$ cat config.mk
export PLATFORM = sky130hd
export DESIGN_NAME = periph_tx_arbiter
export DESIGN_NICKNAME = d
export VERILOG_FILES = /design/src/rtl/ui_pkg.sv /design/src/rtl/rr_picker.sv /design/src/rtl/periph_tx_arbiter.sv
export SDC_FILE = /design/constraint.sdc
export NUM_CORES = 1
export LEC_CHECK = 0
export CORE_AREA = 2 2 122 124
export CTS_BUF_LIST = sky130_fd_sc_hd__clkbuf_2
export DETAILED_ROUTE_END_ITERATION = 6
export DIE_AREA = 0 0 124 126
export GPL_TIMING_DRIVEN = 0
export MAX_ROUTING_LAYER = met4
export PLACE_DENSITY_LB_ADDON = 0.25
export SYNTH_ARGS = -nofsm -noshare
export SYNTH_HDL_FRONTEND = slang
export SYNTH_SLANG_ARGS = --single-unit
$ cat constraint.sdc
create_clock -name clk -period 4.2 [get_ports clk]
set_clock_uncertainty 0.15 [all_clocks]
set_input_delay 1.05 -clock clk [delete_from_list [all_inputs] [get_ports clk]]
set_output_delay 1.05 -clock clk [all_outputs]
set_load 0.01 [all_outputs]
$ cat src/rtl/ui_pkg.sv
// Shared types and defaults for the peripheral TX path.
// Holds the arbiter state encoding, the ID field position and
// the default peripheral count / burst length used by the FIFOs
// and the top level.
package ui_pkg;

    typedef enum logic {
        IDLE  = 1'b0,
        GRANT = 1'b1
    } arb_state_t;

    // MSB of the source-ID field stamped into each outgoing word.
    localparam int PKT_ID_MSB = 31;

    localparam int WORD_W = 32;

    localparam int DEF_NUM_PERIPH = 8;
    localparam int DEF_MAX_BURST  = 16;

endpackage

$ cat src/rtl/rr_picker.sv
// Round-robin requester picker (purely combinational).
// Ports: req   - request vector, one bit per requester
//        last  - index served most recently
//        found - at least one request is pending
//        next  - first requester after last, modulo N
module rr_picker #(
    parameter int N  = 8,
    parameter int IW = $clog2(N)
) (
    input  logic [N-1:0]  req,
    input  logic [IW-1:0] last,
    output logic          found,
    output logic [IW-1:0] next
);

    logic [N-1:0]  rot;
    logic [IW-1:0] offs;

    // Rotate so that bit 0 is the requester right after last;
    // N is a power of two, so IW-bit addition wraps for free.
    always_comb begin
        rot = '0;
        for (int i = 0; i < N; i++) begin
            rot[i] = req[last + IW'(i) + IW'(1)];
        end
    end

    // Lowest set bit of the rotated vector wins; un-rotate it.
    always_comb begin
        offs = '0;
        for (int i = N - 1; i >= 0; i--) begin
            if (rot[i]) begin
                offs = IW'(i);
            end
        end
        found = |rot;
        next  = last + offs + IW'(1);
    end

endmodule

$ cat src/rtl/periph_tx_arbiter.sv
// Shares the FT601 write path among NUM_PERIPH FWFT TX FIFOs.
// Round-robin grant, bursts of up to MAX_BURST words, each word
// stamped with its source index in bits [31:32-ID_W].
// Ports: clk, rst (async, active-high), enable (periph_ready),
//        fifo_empty / fifo_data (per-FIFO head), fifo_rd_en (pop),
//        out_data / out_valid / out_ready (stream to controller),
//        grant_id (current or last grant), busy (in GRANT).
module periph_tx_arbiter
    import ui_pkg::*;
#(
    parameter int NUM_PERIPH = DEF_NUM_PERIPH,
    parameter int ID_W       = $clog2(NUM_PERIPH),
    parameter int MAX_BURST  = DEF_MAX_BURST
) (
    input  logic                         clk,
    input  logic                         rst,
    input  logic                         enable,
    input  logic [NUM_PERIPH-1:0]        fifo_empty,
    input  logic [NUM_PERIPH*WORD_W-1:0] fifo_data,
    output logic [NUM_PERIPH-1:0]        fifo_rd_en,
    output logic [WORD_W-1:0]            out_data,
    output logic                         out_valid,
    input  logic                         out_ready,
    output logic [ID_W-1:0]              grant_id,
    output logic                         busy
);

    localparam int CW = $clog2(MAX_BURST + 1);
    localparam logic [CW-1:0] LAST_BEAT = CW'(MAX_BURST - 1);

    if (NUM_PERIPH < 2 || NUM_PERIPH > 8 ||
        (1 << ID_W) != NUM_PERIPH) begin : g_bad_num
        $error("NUM_PERIPH must be a power of 2 in 2..8");
    end

    if (MAX_BURST < 1) begin : g_bad_burst
        $error("MAX_BURST must be at least 1");
    end

    arb_state_t     state;
    logic [ID_W-1:0] last_id;
    logic [CW-1:0]   burst_cnt;

    logic            found;
    logic [ID_W-1:0] pick;

    logic [WORD_W-1:0] head;
    logic              head_empty;
    logic              in_grant;
    logic              pop;
    logic              leave;

    rr_picker #(
        .N  (NUM_PERIPH),
        .IW (ID_W)
    ) u_pick (
        .req   (~fifo_empty),
        .last  (last_id),
        .found (found),
        .next  (pick)
    );

    always_comb begin
        head = '0;
        for (int i = 0; i < NUM_PERIPH; i++) begin
            if (grant_id == ID_W'(i)) begin
                head = fifo_data[WORD_W*i +: WORD_W];
            end
        end
    end

    assign head_empty = fifo_empty[grant_id];
    assign in_grant   = (state == GRANT);
    assign busy       = in_grant;

    // Outputs follow state combinationally so that a reset or an
    // enable drop silences the stream in the same cycle.
    assign out_valid = in_grant & enable & ~head_empty;
    assign pop       = out_valid & out_ready;

    assign out_data = in_grant
        ? {grant_id, head[PKT_ID_MSB-ID_W:0]}
        : '0;

    always_comb begin
        fifo_rd_en = '0;
        if (pop) begin
            fifo_rd_en[grant_id] = 1'b1;
        end
    end

    // Burst limit, drained FIFO and enable drop all end the grant
    // the same way, so one flag covers them.
    assign leave = (pop && burst_cnt == LAST_BEAT) ||
                   head_empty || !enable;

    always_ff @(posedge clk or posedge rst) begin
        if (rst) begin
            state     <= IDLE;
            grant_id  <= '0;
            last_id   <= ID_W'(NUM_PERIPH - 1);
            burst_cnt <= '0;
        end else begin
            unique case (state)
                IDLE: begin
                    if (enable && found) begin
                        grant_id  <= pick;
                        burst_cnt <= '0;
                        state     <= GRANT;
                    end
                end
                GRANT: begin
                    if (pop) begin
                        burst_cnt <= burst_cnt + CW'(1);
                    end
                    if (leave) begin
                        last_id <= grant_id;
                        state   <= IDLE;
                    end
                end
                default: state <= IDLE;
            endcase
        end
    end

endmodule

Word-level counts from Yosys, hierarchy flattened --
Index checks and enable logic that the tools add are counted.
Operators by class: $add $sub $neg 17, $lt $le $gt $ge 10, equal/unequal tests 10, mux-type cells 44, bitwise logic cells 6, reductions and logical operators 11
Operators with widths (count):
- $mux W29 | 8
- $lt A3 B4 Y1 const B | 9
- $mux W32 | 1
- $add A3 B1 Y3 const B | 9
- $bmux W1 S3 | 9
- $mux W3 | 8
- $add A3 B3 Y3 const B | 4
- $eq A3 B3 Y1 const B | 4
- $mux W1 | 12
- $mux W5 | 2
- $pmux W5 S2 | 1
- $mux W8 | 1
- $not A8 Y8 | 1
- $reduce_or A8 Y1 | 1
- $add A3 B2 Y3 const B | 2
- $eq A3 B2 Y1 const B | 2
- $reduce_and A2 Y1 | 3
- $add A5 B1 Y5 const B | 1
- $eq A5 B4 Y1 const B | 1
- $add A3 B3 Y3 | 1
- $and A1 B1 Y1 | 3
- $demux W1 S3 | 1
- $eq A3 B1 Y1 const B | 1
- $ge A3 B1 Y1 const B | 1
- 8 further kinds | 12
Storage, ports and cells: register bits 12, bits of input ports 268, logic and storage cells 102

Longest topological paths before layout --
depth in word-level cells 14, gate-level depth with buffers 19, mapped depth without buffers 17

By module --
A second synthesis with hierarchy kept.
Unflattened totals: cell total of the unflattened synthesis 507, area total of the unflattened synthesis 4317.9 µm²
By module, submodules not included:
- periph_tx_arbiter | times used 1, cells each 441, area an instance 3589.7 µm², sequential area each 304.0 µm²
- rr_picker | times used 1, cells each 66, area an instance 728.2 µm², sequential area each 0.0 µm²

Worst setup path before layout --
No wires, ideal clock.
kind reg-to-reg, start point reg last_id[0], end point reg grant_id[2], setup time 90 ps, arrival time 3581 ps, data required time 3960 ps, path slack 379 ps, cell stages (with the launch flop) 19, path buffers 2, cell sequence dfstp_2 buf_4 inv_2 ha_1 buf_6 mux2_2 mux2i_1 mux2_2 inv_1 a211oi_1 o21ai_0 o221ai_1 ha_1 inv_1 fa_1 or3_1 o211ai_1 nand3b_1 o221ai_1
On the way: cells in the longest elaborated chain, start to end 14
Ends and longest elaborated chain:
- start, declared | line periph_tx_arbiter.sv:41 | logic [ID_W-1:0] last_id;
- start signal, assigned | line periph_tx_arbiter.sv:101 | last_id <= ID_W'(NUM_PERIPH - 1);
- start signal, assigned | line periph_tx_arbiter.sv:117 | last_id <= grant_id;
- $add A3 B3 Y3 | line rr_picker.sv:24 | rot[i] = req[last + IW'(i) + IW'(1)];
- $add A3 B1 Y3 | line rr_picker.sv:24
- $bmux W1 S3 | line rr_picker.sv:24
- $mux W1 (not written as such) | line rr_picker.sv:24
- $mux W3 (8 in series) | line rr_picker.sv:32 | if (rot[i]) begin
- $add A3 B3 Y3 | line rr_picker.sv:37 | next = last + offs + IW'(1);
- $add A3 B1 Y3 | line rr_picker.sv:37
- end signal, assigned | line periph_tx_arbiter.sv:107 | grant_id <= pick;
- end, declared | line periph_tx_arbiter.sv:24 | output logic [ID_W-1:0] grant_id,
Several ways; a longest one is shown, not always the timed one. The select of a mux whose other input is x is not followed. A chain may end at the register's enable or synchronous reset.

Final worst setup path --
start point in fifo_empty[6], end point out fifo_rd_en[6]
On the way: cells in the longest elaborated chain, start to end 6
Ends and longest elaborated chain:
- start, declared | line periph_tx_arbiter.sv:18 | input logic [NUM_PERIPH-1:0] fifo_empty,
- $bmux W1 S3 | line periph_tx_arbiter.sv:72 | assign head_empty = fifo_empty[grant_id];
- $mux W1 (not written as such) | line periph_tx_arbiter.sv:72
- $not A1 Y1 | line periph_tx_arbiter.sv:78 | assign out_valid = in_grant & enable & ~head_empty;
- $and A1 B1 Y1 | line periph_tx_arbiter.sv:78
- $and A1 B1 Y1 | line periph_tx_arbiter.sv:79 | assign pop = out_valid & out_ready;
- $mux W8 | line periph_tx_arbiter.sv:87 | if (pop) begin
- end, declared | line periph_tx_arbiter.sv:20 | output logic [NUM_PERIPH-1:0] fifo_rd_en,
No other way between the ends. The select of a mux whose other input is x is not followed.

==> Flow_metrics.wiki <==
{| class="wikitable"
! Metric !! Value
|-
| Outcome || completed
|-
| Setup repair after global routing missed its margin || true
|-
| Number of CTS-inserted buffers || 3
|-
| Met3 Resource Use GR || 0.0620
|-
| Register area share after synthesis || 0.0832
|-
| Htree depth || 1
|-
| First drt pass iteration count || 6
|-
| Vertical die dimension || 126 um
|-
| Endpoints failing setup || 0
|-
| Number of antenna violations at the first check in global routing || 3
|-
| Final period demand of the worst path || 4110 ps
|-
| Yosys cell types || 48
|-
| Tot GR Track Use || 0.261
|-
| Top Usage Layer GRT || met2
|-
| Number of nets produced by synthesis || 795
|-
| Clk root buf || sky130_fd_sc_hd__clkbuf_2
|-
| Synth-to-layout area growth || 89.4%
|-
| Width of the die || 124 um
|-
| Global routing usage on met1 || 0.299
|-
| Buffers from clock root to sink, at most || 2
|-
| Most common cell after layout, fill and taps aside || sky130_fd_sc_hd__clkdlybuf4s50_1
|-
| Async set or reset register ratio after synthesis || 1.00
|-
| First-pass GRT wire length || 30,700 um
|-
| Endpoint arrival time on the critical path || 2910 ps
|-
| Clock latency of the later-clocked register in the worst-skew pair || 270 ps
|-
| Final period utilization || 0.978
|-
| Setup slack after layout || 91.5 ps
|-
| Starting utilization of the core area || 0.255
|-
| Number of remaining DRC errors || 0
|-
| Startpoint-to-endpoint class of the critical path || in -> out
|-
| Initial DRC count || 361
|-
| Slew Limit Headroom || 0.522
|-
| CORE AREA || 14,300 um2
|-
| Setup slack after placement || -633 ps
|-
| Global route total overflow || 0
|-
| Crit-path max FO || 7
|-
| Final Core Density || 0.484
|-
| Share of layout cells above drive strength 1 || 0.160
|-
| Met2 Track Usage GR || 0.444
|-
| Number of buffers inserted to repair setup after CTS || 0
|-
| CTS clk-pin slew, worst paths || 120 ps
|-
| Cell Area, Synth || 3650 um2
|-
| Primary FF master, synth || sky130_fd_sc_hd__dfrtp_1
|-
| Final number of hold-violating endpoints || 0
|-
| GP Congestion || 0.916
|-
| Vias in the first global route || 5,227
|-
| Reported max-cap violation count || 0
|-
| Worst VDD drop || 0.289 mV
|-
| I/O Pins || 313
|-
| Half-perimeter wire length of the detailed placement result || 17,000 um
|-
| Routed WL per cell || 21.2 um
|-
| Clock tree from TritonCTS || yes
|-
| Die Area || 15,600 um2
|-
| Clock sink count || 12
|-
| Number of fill cells || 1,489
|-
| Number of vias after detailed routing || 5,377
|-
| Via count normalized by instance count || 5.39
|-
| Total number of placement rows || 44
|-
| Hold/Removal Path Class || reg -> reg
|-
| Synthesized netlist cell count || 520
|-
| Number of slew-limit violations in the final report || 0
|-
| PortBufs || 288
|-
| Number of register bits inferred by synthesis || 12
|-
| Max Fclk || 243 MHz
|-
| Total Wirelength || 21,100 um
|-
| Commonest cells after routing, fill and taps aside || sky130_fd_sc_hd__clkdlybuf4s50_1 (257), sky130_fd_sc_hd__nor2_1 (90), sky130_fd_sc_hd__a21oi_1 (58), sky130_fd_sc_hd__nand2_1 (51), sky130_fd_sc_hd__mux2i_1 (33)
|-
| Hold buffer count at cts || 0
|-
| Leakage power || 2.84 nW
|-
| Fin nets || 1,086
|-
| Kind of end point of the critical path || output port
|-
| Power per cell area || 619 nW/um2
|-
| Critical path startpoint category || input pin
|-
| Number of antenna-violating nets in the routed design || 0
|-
| Number of flops mapped to enable cells by yosys || 0
|-
| Avg Synthesized Cell Area || 7.03 um2
|-
| Data required time at the worst endpoint || 3000 ps
|-
| Synth Warn # || 0
|-
| Maximum number of pins on one net before global-route repair || 13
|-
| Actual transition at the worst max-transition pin || 717 ps
|}
==> stage by stage <==
stage / cell area (um2) / power (mW) / cells / TNS [ps] / hold WS [ps]
after floorplan: 3650 / 2.72 / 520 / 0 / 325
final: 6920 / 4.29 / 997 / 0 / 388
after global placement: 6770 / 4.06 / 992 / -5560 / 342
after CTS: 6820 / 4.20 / 996 / 0 / 391
after global routing: 6920 / 4.64 / 997 / -15.4 / 428
after detailed placement: 6770 / 4.07 / 992 / -5820 / 364
==> critical path, stage by stage <==
cell                            delay, ps
sky130_fd_sc_hd__dlygate4sd2_1        300
sky130_fd_sc_hd__mux4_2               510
sky130_fd_sc_hd__nand2_2               90
sky130_fd_sc_hd__and3_4               200
sky130_fd_sc_hd__and3_1               150
sky130_fd_sc_hd__buf_4                150
sky130_fd_sc_hd__nand2_1               70
sky130_fd_sc_hd__nor2_1                90
sky130_fd_sc_hd__dlygate4sd2_1        280
==> kinds of logic after synthesis <==
| group | count (synthesis) | share of synthesized area |
|---|---|---|
| compound gates | 184 | 0.341 |
| simple gates | 179 | 0.205 |
| mux | 68 | 0.256 |
| buf+inv | 62 | 0.0698 |
| flops | 12 | 0.0832 |
| xor+xnor | 8 | 0.0192 |
| fa+ha+maj | 7 | 0.0260 |
==> layer usage <==
layer | vias to the layer above | wire length, um
met4 | 0 | 618
met5 | - | 0
met3 | 38 | 1970
met1 | 2547 | 8030
met2 | 244 | 10500
li1 | 2548 | -
==> power breakdown <==
| part | leakage [nW] | switching [mW] | internal [mW] | total (mW) |
|---|---|---|---|---|
| Clock | 0.0166 | 0.0403 | 0.0253 | 0.0656 |
| Combinational | 2.68 | 2.17 | 1.82 | 3.99 |
| Sequential | 0.148 | 0.0621 | 0.167 | 0.229 |
==> final cells by class <==
type / instances / area, um2 / share of cell area
Multi-Input combinational cell: 446 / 3200 / 0.462
Tap cell: 184 / 230 / 0.0333
Timing Repair Buffer: 288 / 2860 / 0.413
Sequential cell: 12 / 305 / 0.0441
Antenna cell: 3 / 7.51 / 0.00108
Inverter: 12 / 50.0 / 0.00723
Clock buffer: 4 / 20.0 / 0.00289
Buffer: 48 / 253 / 0.0365
==> synthesized netlist by cell type (2+ instances only) <==
cell | n | area share
sky130_fd_sc_hd__a31oi_1 | 22 | 0.038
sky130_fd_sc_hd__o311ai_1 | 2 | 0.0048
sky130_fd_sc_hd__nor3_1 | 5 | 0.0068
sky130_fd_sc_hd__a221oi_1 | 3 | 0.0072
sky130_fd_sc_hd__nand2_1 | 54 | 0.055
sky130_fd_sc_hd__mux4_2 | 17 | 0.10
sky130_fd_sc_hd__and2_1 | 5 | 0.0086
sky130_fd_sc_hd__dfstp_2 | 3 | 0.022
sky130_fd_sc_hd__o21ai_1 | 3 | 0.0041
sky130_fd_sc_hd__xor2_1 | 3 | 0.0072
sky130_fd_sc_hd__buf_4 | 2 | 0.0041
sky130_fd_sc_hd__a22o_1 | 3 | 0.0072
sky130_fd_sc_hd__nor2_1 | 90 | 0.092
sky130_fd_sc_hd__a211oi_2 | 2 | 0.0068
sky130_fd_sc_hd__ha_1 | 6 | 0.021
sky130_fd_sc_hd__o211ai_1 | 3 | 0.0062
sky130_fd_sc_hd__dfrtp_1 | 9 | 0.062
sky130_fd_sc_hd__o22ai_1 | 5 | 0.0086
sky130_fd_sc_hd__o221ai_1 | 4 | 0.0096
sky130_fd_sc_hd__mux2i_1 | 34 | 0.093
sky130_fd_sc_hd__clkinv_1 | 2 | 0.0021
sky130_fd_sc_hd__o21ai_0 | 30 | 0.041
sky130_fd_sc_hd__buf_2 | 6 | 0.0082
sky130_fd_sc_hd__a211oi_1 | 22 | 0.045
sky130_fd_sc_hd__o221a_2 | 21 | 0.065
sky130_fd_sc_hd__a21oi_1 | 60 | 0.082
sky130_fd_sc_hd__and3_1 | 5 | 0.0086
sky130_fd_sc_hd__mux2_2 | 14 | 0.043
sky130_fd_sc_hd__nand3_1 | 6 | 0.0082
sky130_fd_sc_hd__nand4_1 | 8 | 0.014
sky130_fd_sc_hd__nor2b_1 | 2 | 0.0034
sky130_fd_sc_hd__buf_1 | 6 | 0.0062
sky130_fd_sc_hd__mux2_4 | 2 | 0.0082
sky130_fd_sc_hd__inv_1 | 9 | 0.0092
sky130_fd_sc_hd__xnor2_1 | 5 | 0.012
sky130_fd_sc_hd__clkbuf_1 | 35 | 0.036
==> what timing repair did <==
| action | CTS | global route |
|---|---|---|
| setup endpoints to repair | 39 | 34 |
| gates resized for setup | 44 | 79 |
| pin swaps | 0 | 5 |
==> state kept, by name, indices dropped and copies added, names as in the netlist <==
name / flops
grant_id: 3
busy: 1
burst_cnt: 5
last_id: 3
==> worst paths after layout <==
kind | start | end | slack (ps) | cells after the start
setup / recovery | fifo_empty[6] | fifo_rd_en[6] | 90 | 9
hold / removal | burst_cnt[4] | burst_cnt[4] | 390 | 2
setup reg to reg | last_id[0] | grant_id[2] | 180 | 18
hold reg to reg | burst_cnt[4] | burst_cnt[4] | 390 | 2
max in group asynchronous | rst | grant_id[1] | 2610 | 2
min in group asynchronous | rst | grant_id[0] | 930 | 2
Note: power is estimated with default switching activity, not from simulation.
